File: src/rtl/risc_eu_param.sv
// Parametrised RISC16-family execution unit: PC, IR, register file, ALU and latched flags.
// Optional build macro EU_REG0_ZERO_EN: R0 reads as zero and ignores writes.
module risc_eu_param #(
    parameter int unsigned DW    = 16,
    parameter int unsigned AW    = 16,
    parameter int unsigned RA_W  = 3,
    parameter int unsigned OFF_W = 8
) (
    input  logic          clk,
    input  logic          rst,
    input  logic          we,
    input  logic          s_sel,
    input  logic          adr_sel,
    input  logic          pc_sel,
    input  logic          pc_ld,
    input  logic          pc_inc,
    input  logic          ir_ld,
    input  logic          flag_ld,
    input  logic [DW-1:0] din,
    output logic [AW-1:0] address,
    output logic [DW-1:0] dout,
    output logic          c,
    output logic          n,
    output logic          z,
    output logic          alu_c,
    output logic          alu_n,
    output logic          alu_z,
    output logic [AW-1:0] pc_q,
    output logic [DW-1:0] ir_q
);

    localparam int unsigned NREG = 2 ** RA_W;

    typedef enum logic [3:0] {
        OP_R    = 4'h0,
        OP_S    = 4'h1,
        OP_ADD  = 4'h2,
        OP_SUB  = 4'h3,
        OP_INC  = 4'h4,
        OP_DEC  = 4'h5,
        OP_AND  = 4'h6,
        OP_OR   = 4'h7,
        OP_XOR  = 4'h8,
        OP_NOT  = 4'h9,
        OP_SHL  = 4'hA,
        OP_SHR  = 4'hB,
        OP_SAR  = 4'hC,
        OP_NEG  = 4'hD,
        OP_ZERO = 4'hE,
        OP_ONES = 4'hF
    } alu_op_e;

    logic [AW-1:0] pc_d;
    logic [DW-1:0] ir_d;
    logic [2:0]    flags_q, flags_d;
    logic [DW-1:0] rf_q [NREG];
    logic [DW-1:0] rf_d [NREG];

    alu_op_e       op;
    logic [RA_W-1:0] w_adr, r_adr, s_adr;
    logic [DW-1:0] r_val, s_val, alu_res;
    logic [DW:0]   alu_wide;
    logic          alu_cy;
    logic [AW-1:0] alu_aw, r_aw, off_ext;

    assign op    = alu_op_e'(ir_q[DW-1:DW-4]);
    assign w_adr = ir_q[3*RA_W-1:2*RA_W];
    assign r_adr = ir_q[2*RA_W-1:RA_W];
    assign s_adr = ir_q[RA_W-1:0];

    always_comb begin
        r_val = rf_q[r_adr];
        s_val = s_sel ? din : rf_q[s_adr];
`ifdef EU_REG0_ZERO_EN
        if (r_adr == '0) r_val = '0;
        if (!s_sel && (s_adr == '0)) s_val = '0;
`endif
    end

    // Arithmetic ops run one bit wider; the extra bit is carry for add, borrow for subtract.
    always_comb begin
        alu_res  = '0;
        alu_wide = '0;
        alu_cy   = 1'b0;
        case (op)
            OP_R:    alu_res = r_val;
            OP_S:    alu_res = s_val;
            OP_ADD:  begin alu_wide = {1'b0, r_val} + {1'b0, s_val};   {alu_cy, alu_res} = alu_wide; end
            OP_SUB:  begin alu_wide = {1'b0, r_val} - {1'b0, s_val};   {alu_cy, alu_res} = alu_wide; end
            OP_INC:  begin alu_wide = {1'b0, r_val} + (DW+1)'(1);      {alu_cy, alu_res} = alu_wide; end
            OP_DEC:  begin alu_wide = {1'b0, r_val} - (DW+1)'(1);      {alu_cy, alu_res} = alu_wide; end
            OP_AND:  alu_res = r_val & s_val;
            OP_OR:   alu_res = r_val | s_val;
            OP_XOR:  alu_res = r_val ^ s_val;
            OP_NOT:  alu_res = ~r_val;
            OP_SHL:  begin alu_res = {r_val[DW-2:0], 1'b0};        alu_cy = r_val[DW-1]; end
            OP_SHR:  begin alu_res = {1'b0, r_val[DW-1:1]};        alu_cy = r_val[0];    end
            OP_SAR:  begin alu_res = {r_val[DW-1], r_val[DW-1:1]}; alu_cy = r_val[0];    end
            OP_NEG:  begin alu_wide = (DW+1)'(0) - {1'b0, r_val};  {alu_cy, alu_res} = alu_wide; end
            OP_ZERO: alu_res = '0;
            OP_ONES: alu_res = '1;
            default: alu_res = '0;
        endcase
    end

    assign dout  = alu_res;
    assign alu_c = alu_cy;
    assign alu_n = alu_res[DW-1];
    assign alu_z = (alu_res == '0);

    // Data-width values feeding the PC or the address bus are zero-extended or truncated.
    if (AW > DW) begin : g_zext
        assign alu_aw = {{(AW-DW){1'b0}}, alu_res};
        assign r_aw   = {{(AW-DW){1'b0}}, r_val};
    end else begin : g_trunc
        assign alu_aw = alu_res[AW-1:0];
        assign r_aw   = r_val[AW-1:0];
    end

    assign off_ext = AW'($signed(ir_q[OFF_W-1:0]));
    assign address = adr_sel ? r_aw : pc_q;

    always_comb begin
        pc_d = pc_q;
        if (pc_inc)
            pc_d = pc_q + AW'(1);
        else if (pc_ld)
            pc_d = pc_sel ? alu_aw : (pc_q + off_ext);

        ir_d    = ir_ld ? din : ir_q;
        flags_d = flag_ld ? {alu_c, alu_n, alu_z} : flags_q;

        for (int unsigned i = 0; i < NREG; i++) rf_d[i] = rf_q[i];
        if (we) rf_d[w_adr] = alu_res;
`ifdef EU_REG0_ZERO_EN
        rf_d[0] = '0;
`endif
    end

    always_ff @(posedge clk or posedge rst) begin
        if (rst) begin
            pc_q    <= '0;
            ir_q    <= '0;
            flags_q <= '0;
            for (int unsigned i = 0; i < NREG; i++) rf_q[i] <= '0;
        end else begin
            pc_q    <= pc_d;
            ir_q    <= ir_d;
            flags_q <= flags_d;
            rf_q    <= rf_d;
        end
    end

    assign c = flags_q[2];
    assign n = flags_q[1];
    assign z = flags_q[0];

endmodule
File: config.mk
export PLATFORM = sky130hd
export DESIGN_NAME = risc_eu_param
export DESIGN_NICKNAME = d
export VERILOG_FILES = /design/src/rtl/risc_eu_param.sv
export SDC_FILE = /design/constraint.sdc
export NUM_CORES = 1
export LEC_CHECK = 0
export CAP_MARGIN = 20
export CORE_UTILIZATION = 50
export CTS_BUF_LIST = sky130_fd_sc_hd__clkbuf_16
export CTS_CLUSTER_DIAMETER = 120
export DETAILED_ROUTE_END_ITERATION = 7
export PLACE_DENSITY = 0.69
export REMOVE_ABC_BUFFERS = 1
export SLEW_MARGIN = 10
export SYNTH_ARGS = -nofsm -noshare
export SYNTH_HDL_FRONTEND = slang
export SYNTH_SLANG_ARGS = --single-unit
File: constraint.sdc
create_clock -name clk -period 7.8 [get_ports clk]
set_input_delay 1.17 -clock clk [delete_from_list [all_inputs] [get_ports clk]]
set_output_delay 1.17 -clock clk [all_outputs]
set_load 0.03 [all_outputs]
==> results of run 1 <==
[layer usage]
layer	wire, µm	up-vias
met1	20600	6653
li1	-	6141
met3	4550	161
met2	22800	758
met5	0	-
met4	2520	0
[area by class of cell]
| type | instances | area, µm² | share of cell area, % |
|---|---|---|---|
| multi-input combinational | 1280 | 8970 | 56.6 |
| sequential | 163 | 4080 | 25.8 |
| timing repair buffer | 151 | 1370 | 8.63 |
| tap | 372 | 465 | 2.94 |
| clock buffer | 17 | 425 | 2.69 |
| inverter | 81 | 314 | 1.98 |
| clock inverter | 15 | 213 | 1.34 |
| antenna | 1 | 2.50 | 0.0158 |
[power groups by stage]
stage | registers (mW) | clock network (mW) | logic, mW
6_report | 1.60 | 0.916 | 4.16
5_1_grt | 1.64 | 0.957 | 4.45
4_1_cts | 1.58 | 0.925 | 4.06
3_5_place_dp | 1.60 | 0 | 4.04
3_3_place_gp | 1.57 | 0 | 3.99
2_1_floorplan | 1.58 | 0 | 2.61
[flip-flops by register name (all words and copies together), names as in the netlist]
signal   count
flags_q      3
pc_q        16
rf_q       128
ir_q        16
[metrics by stage]
step	total power [mW]	std cells	worst slack, ns	utilization (%)
after floorplan	4.19	1524	-0.178	-
after global routing	7.05	2079	0.0197	58.4
after detailed placement	5.64	2047	0.556	56.1
after CTS	6.57	2079	0.426	58.4
after global placement	5.56	2047	0.576	56.1
final	6.67	2080	0.378	58.4
[worst min path at each step]
stage	cells after the start	to	from
after global routing	1	ir_q[10]$_DFFE_PP0P_	ir_q[10]$_DFFE_PP0P_
after CTS	2	rf_q[86]$_DFFE_PP0P_	rf_q[86]$_DFFE_PP0P_
after floorplan	2	rf_q[94]$_DFFE_PP0P_	rf_q[94]$_DFFE_PP0P_
final	2	rf_q[94]$_DFFE_PP0P_	rf_q[94]$_DFFE_PP0P_
after global placement	2	rf_q[94]$_DFFE_PP0P_	rf_q[94]$_DFFE_PP0P_
after detailed placement	2	rf_q[95]$_DFFE_PP0P_	rf_q[95]$_DFFE_PP0P_
[synth_stat cells (7+ instances only)]
cell	count	share of area, %
dfrtp_1	163	29
a211oi_1	17	0.92
buf_1	9	0.24
a21o_1	10	0.54
a311oi_1	9	0.57
a21oi_1	95	3.4
nand2b_1	10	0.45
xor2_1	11	0.69
a22oi_1	11	0.59
a221oi_1	11	0.69
o21a_1	8	0.43
mux2i_1	70	5.0
clkbuf_1	88	2.4
o211ai_1	15	0.81
or2_2	7	0.32
nand4_1	8	0.36
nor2b_1	19	0.86
nor3b_1	7	0.38
o22ai_1	21	0.95
nand3_1	48	1.7
o221ai_1	7	0.44
nor2_1	85	2.3
inv_2	8	0.22
mux4_2	44	7.1
xnor2_1	25	1.6
inv_1	69	1.9
and3_1	17	0.77
o21bai_1	8	0.43
o21ai_0	193	7.0
nor3_1	45	1.6
ha_1	69	6.2
o31ai_1	7	0.38
nor4_1	13	0.59
mux2_2	34	2.8
buf_2	10	0.36
nand2_1	224	6.1
a31oi_1	13	0.59
or3_1	7	0.32
and2_1	10	0.45
[timing repair]
item,4_1_cts,5_1_grt
gates resized for setup,0,1
buffers inserted,0,0
setup endpoints to repair,0,1
hold buffers,0,0
[cells by family (layout without fill, tap and decap cells)]
family / count (synthesis) / after routing / synth area share [%]
adders and majority gates: 72 / 72 / 6.65
and+or+nand+nor: 522 / 522 / 17.7
AOI/OAI and AO/OA: 499 / 499 / 22.7
muxes: 151 / 151 / 15.3
buffers and inverters: 198 / 264 / 6.09
DFF: 163 / 163 / 29.4
xor gates and xnor gates: 36 / 36 / 2.27
other: 0 / 1 / 0
[worst max-delay path, stage by stage, from the launching register on]
cell      delay, ns
dfrtp_1        0.69
nor2b_1        0.75
a22o_1         0.30
or2_1          0.28
inv_2          0.18
ha_1           0.25
or2_2          0.31
or4b_1         0.55
a311oi_1       0.45
mux2_2         0.38
a211oi_1       0.41
a32o_1         0.23
buf_4          0.17
and4_1         0.19
nand4_1        0.17
nor4_1         0.29
buf_4          0.22
==> metrics.md, run 1 <==
| Metric | Value |
|---|---|
| Post-synth EDFFs | `0` |
| Pins Over Slew Limit | `0` |
| Avg Inst Size Synth | `around 8.5 µm²` |
| Remaining global-route overflow | `0` |
| Final WL | `about 50000 µm` |
| Gr busiest metal | `met2` |
| Max-Cap Viols | `0` |
| Via count | `~14000` |
| Seq/Total Area, Yosys | `29.4%` |
| Min-Delay Path Class | `flip-flop to flip-flop` |
| FP Rows | `60` |
| Fillers | `2411` |
| Via density | `6.59` |
| Fmax achieved | `135 MHz` |
| Layout cells sized above 1 | `between 10% and 20%` |
| Area grow syn2layout | `14.0%` |
| First-pass GRT wire length | `a little under 80000 µm` |
| Final setup violation count | `0` |
| Slew margin rel. | `approximately 31%` |
| Worst setup EP type | `output port` |
| Overall Global Routing Usage | `a little over a third` |
| Post-DP HPWL | `36900 µm` |
| Path depth of the worst reg2reg path | `15` |
| CTS buffer count | `17` |
| Tmin final | `7.42 ns` |
| Sequential power share | `24.0%` |
| Reg clk slew, reported paths | `0.07 ns` |
| Met3 usage | `around 7.3%` |
| Final antenna-violating net count | `0` |
| Drt pass-1 iters | `6` |
| Worst Clk Skew | `approximately 0.021 ns` |
| Reg-to-reg critical path endpoint | `flags_q[0]$_DFFE_PP0P_` |
| Net Sw Frac | `50.4%` |
| Commonest non-fill, non-tap cell in the layout | `nand2_1` |
| Number of port buffers | `95` |
| Root Buffer | `clkbuf_16` |
| Chip Width | `roughly 170 µm` |
| RD Place Congestion | `0.992` |
| Initial Utilization | `about half` |
| CTS Sinks | `163` |
| Prevailing post-synth register cell | `dfrtp_1` |
| Die Height | `around 170 µm` |
| Hold_ws | `slightly above 0.5 ns` |
| Req. time, crit path | `between 6 and 7 ns` |
| Post-Syn Instances | `approximately 1600` |
| Worst Path Max Fanout | `11` |
| Crit path DAT | `roughly 6.3 ns` |
| Global Route met1 Usage | `47.5%` |
| # IOs | `between 90 and 100` |
| Clock buffer depth | `2` |
| Design area | `0.0158 mm²` |
| Total Nets Final | `1792` |
| Critical path startpoint | `ir_q[4]$_DFFE_PP0P_` |
| DR DRC count | `0` |
| Worst Tran Pin Value | `1.03 ns` |
| Initial drt markers | `roughly 1600` |
| Combinational Power Share | `62.3%` |
| Clock group share of total power | `between 10% and 20%` |
| Initial antenna violation count | `1` |
| TNS Setup | `0 ns` |
| Count of state elements after synthesis | `~160` |
| RSZ-0062 raised after global routing | `no` |
| Ys async rst share | `100%` |
| NetSw | `about 3.4 mW` |
| Pint | `3.31 mW` |
| YS warnings | `0` |
| R2r setup slk | `2.13 ns` |
| Worst skew pair latency | `about 0.45 ns` |
| PwrDens | `roughly 420 mW/mm²` |
| Status | `completed` |
| Pin count of the biggest net entering global routing | `about 110` |
| Post-DR wirelength/cell | `24.3 µm` |
| Peak VDD IR | `between 150 and 200 µV` |
| Critical Path Sink | `alu_z` |
| Grt met2 use | `around 56%` |
| Final period util | `between 90% and 100%` |
| Netlist cell types | `90` |
| Area after DPL | `roughly 0.015 mm²` |
| Fin. Hold Viols | `0` |
| Core area | `around 0.027 mm²` |
| Vias in the first global route | `12800` |
| Leak | `~6.7 nW` |
| TritonCTS clock tree | `yes` |
| Critical path type | `flip-flop to output port` |
| Post-Syn Area | `approximately 0.014 mm²` |
| Die area | `~0.028 mm²` |
| Htree depth | `4` |
| Startpoint types | `flip-flop` |
| Most frequent cells in the layout | `224 x nand2_1, 192 x o21ai_0, 161 x dfrtp_1` |
| RR Startpoint | `ir_q[4]$_DFFE_PP0P_` |
No activity file was read; power rests on OpenSTA's default activity.
==> run 2: changes to the inputs <==
--- a/config.mk
+++ b/config.mk
@@ -6,9 +6,9 @@
 export NUM_CORES = 1
 export LEC_CHECK = 0
 export CAP_MARGIN = 20
+export CORE_ASPECT_RATIO = 2
 export CORE_UTILIZATION = 50
 export CTS_BUF_LIST = sky130_fd_sc_hd__clkbuf_16
-export CTS_CLUSTER_DIAMETER = 120
 export DETAILED_ROUTE_END_ITERATION = 7
 export PLACE_DENSITY = 0.69
 export REMOVE_ABC_BUFFERS = 1
==> metrics.md, run 2 (synthesized netlist as in run 1, its figures left out) <==
| Metric | Value |
|---|---|
| Status | `finished, violations left` |
| Failing checks | `DRC` |
| Critical path's slowest cell | `dfrtp_1` |
| Die area | `roughly 0.028 mm²` |
| Req. time, crit path | `around 6.6 ns` |
| Tmin final | `7.45 ns` |
| Fmax achieved | `between 100 and 150 MHz` |
| Post-DP HPWL | `a little under 40000 µm` |
| Initial antenna violation count | `0` |
| Worst slack at placement | `between 0.6 and 0.7 ns` |
| Sequential power share | `24.4%` |
| CTS Sinks | `163` |
| Htree depth | `4` |
| Largest register by flop count | `rf_q` |
| Biggest regs | `rf_q: 128 flops, ir_q: 16 flops, pc_q: 16 flops` |
| Via count | `about 14000` |
| Worst skew pair latency | `between 0.4 and 0.5 ns` |
| Final antenna-violating net count | `0` |
| Pint | `roughly 3.3 mW` |
| Most frequent cells in the layout | `224 x nand2_1, 192 x o21ai_0, 161 x dfrtp_1` |
| PwrDens | `about 410 mW/mm²` |
| Clock buffer depth | `2` |
| Layout cells sized above 1 | `12.0%` |
| TritonCTS clock tree | `yes` |
| FP Rows | `between 80 and 90` |
| # resized after CTS | `0` |
| Initial drt markers | `about 1300` |
| Remaining global-route overflow | `0` |
| Peak VDD IR | `around 320 µV` |
| Core area | `0.0274 mm²` |
| Most frequent CP cell | `buf_4` |
| First-pass GRT wire length | `~80000 µm` |
| Pin count of the biggest net entering global routing | `between 80 and 90` |
| CTS buffer count | `17` |
| Crit-path cells | `nor2b_1 -> buf_4 -> a22oi_1 -> nand2_1 -> ha_1 -> nor2_1 -> and3_1 -> or4b_1 -> a311oi_1 -> mux2_2 -> a211oi_1 -> a32o_1 -> and4_1 -> nand4_1 -> nor4_1 -> buf_4` |
| RD Place Congestion | `0.996` |
| Critical path type | `flip-flop to output port` |
| Final period util | `~96%` |
| Design area | `between 0.015 and 0.02 mm²` |
| Max stage delay on crit path | `0.93 ns` |
| Commonest non-fill, non-tap cell in the layout | `nand2_1` |
| Min-Delay Path Class | `flip-flop to flip-flop` |
| TNS Setup | `0 ns` |
| Cts hold-fix bufs | `0` |
| NetSw | `~3.2 mW` |
| Initial Utilization | `50.6%` |
| Post-CTS Setup Bufs | `0` |
| Total Nets Final | `approximately 1800` |
| RSZ-0062 raised after global routing | `no` |
| Overall Global Routing Usage | `37.7%` |
| Final setup violation count | `0` |
| Startpoint types | `flip-flop` |
| Final WL | `around 53000 µm` |
| Worst Path Max Fanout | `13` |
| Die Height | `about 240 µm` |
| # IOs | `96` |
| Diodes inserted | `0` |
| Max reg flops | `between 100 and 150` |
| Slew margin rel. | `25.3%` |
| Leak | `~6.7 nW` |
| Vias in the first global route | `approximately 14000` |
| Worst Tran Pin Value | `between 1 and 1.5 ns` |
| Chip Width | `120 µm` |
| Drt pass-1 iters | `8` |
| Post-DR wirelength/cell | `~26 µm` |
| Worst Clk Skew | `approximately 0.0089 ns` |
| Root Buffer | `clkbuf_16` |
| Area grow syn2layout | `13.6%` |
| Number of port buffers | `95` |
| Max-Cap Viols | `0` |
| Reg clk slew, reported paths | `approximately 0.060 ns` |
| DR DRC count | `3` |
| Pins Over Slew Limit | `0` |
| Area after DPL | `between 0.015 and 0.02 mm²` |
| Via density | `6.65` |
| Combinational Power Share | `between 60% and 70%` |
| Final WS setup | `roughly 0.35 ns` |
| Net Sw Frac | `49.7%` |
| Fin. Hold Viols | `0` |
| Clock group share of total power | `around 12%` |
| Crit path DAT | `between 6 and 7 ns` |
| Pwr Total | `6.47 mW` |
| Worst setup EP type | `output port` |
## run 2: cell count changes in the layout (fill, tap and decap cells not counted), moves of 3 or more
cell and delta:
clkinv_1 +3, clkinv_4 +5, buf_4 +3, clkinv_8 -4
inv_8 -3, inv_6 -3
## run 2: stage by stage
stage / std cells / utilization (%) / hold WS (ns)
5_1_grt: 2062 / 57.5 / 0.525
4_1_cts: 2061 / 57.4 / 0.502
2_1_floorplan: 1524 / - / 0.459
3_5_place_dp: 2031 / 55.4 / 0.488
3_3_place_gp: 2031 / 55.4 / 0.478
6_report: 2062 / 57.5 / 0.499
## run 2: routing by layer
metal,GRT usage (%),part of all wire (%),vias up
met1,39.4,34,6603
met2,66.6,51,725
met3,5.42,5.8,260
met5,0,0,-
met4,30.2,8.7,0
li1,-,-,6124
## run 2: area by class of cell
class | instances | area, µm²
flip-flops and latches | 163 | 4080
inverters | 81 | 314
clock inverters | 13 | 116
well taps | 352 | 440
multi-input cells | 1280 | 8970
clock buffers | 17 | 425
repair buffers | 156 | 1430
fillers | 2509 | 11700
## run 2: power by group through the flow
stage               Combinational (mW)  Clock, mW  Sequential, mW
global route                      4.42      0.833            1.62
floorplan                         2.61          0            1.58
CTS                               4.01      0.800            1.56
detailed placement                3.98          0            1.58
finish                            4.09      0.794            1.58
global placement                  3.93          0            1.55
## run 2: critical path, delay by kind of cell (launching register included)
| kind | cells | cell delay [ns] |
|---|---|---|
| fa+ha+maj | 1 | 0.49 |
| mux | 1 | 0.38 |
| simple gates | 8 | 2.28 |
| flops | 1 | 0.93 |
| buf+inv | 2 | 0.48 |
| compound gates | 4 | 1.27 |
## run 2: path summary, 6_finish.rpt
kind / from / endpoint / slack (ns) / depth (start not counted)
max: ir_q[3]$_DFFE_PP0P_ / alu_z / 0.35 / 16
min: rf_q[13]$_DFFE_PP0P_ / rf_q[13]$_DFFE_PP0P_ / 0.50 / 2
max reg2reg: ir_q[3]$_DFFE_PP0P_ / flags_q[0]$_DFFE_PP0P_ / 2.12 / 15
min reg2reg: rf_q[13]$_DFFE_PP0P_ / rf_q[13]$_DFFE_PP0P_ / 0.50 / 2
max in group asynchronous: rst / rf_q[13]$_DFFE_PP0P_ / 5.33 / 4
min in group asynchronous: rst / rf_q[98]$_DFFE_PP0P_ / 1.24 / 2
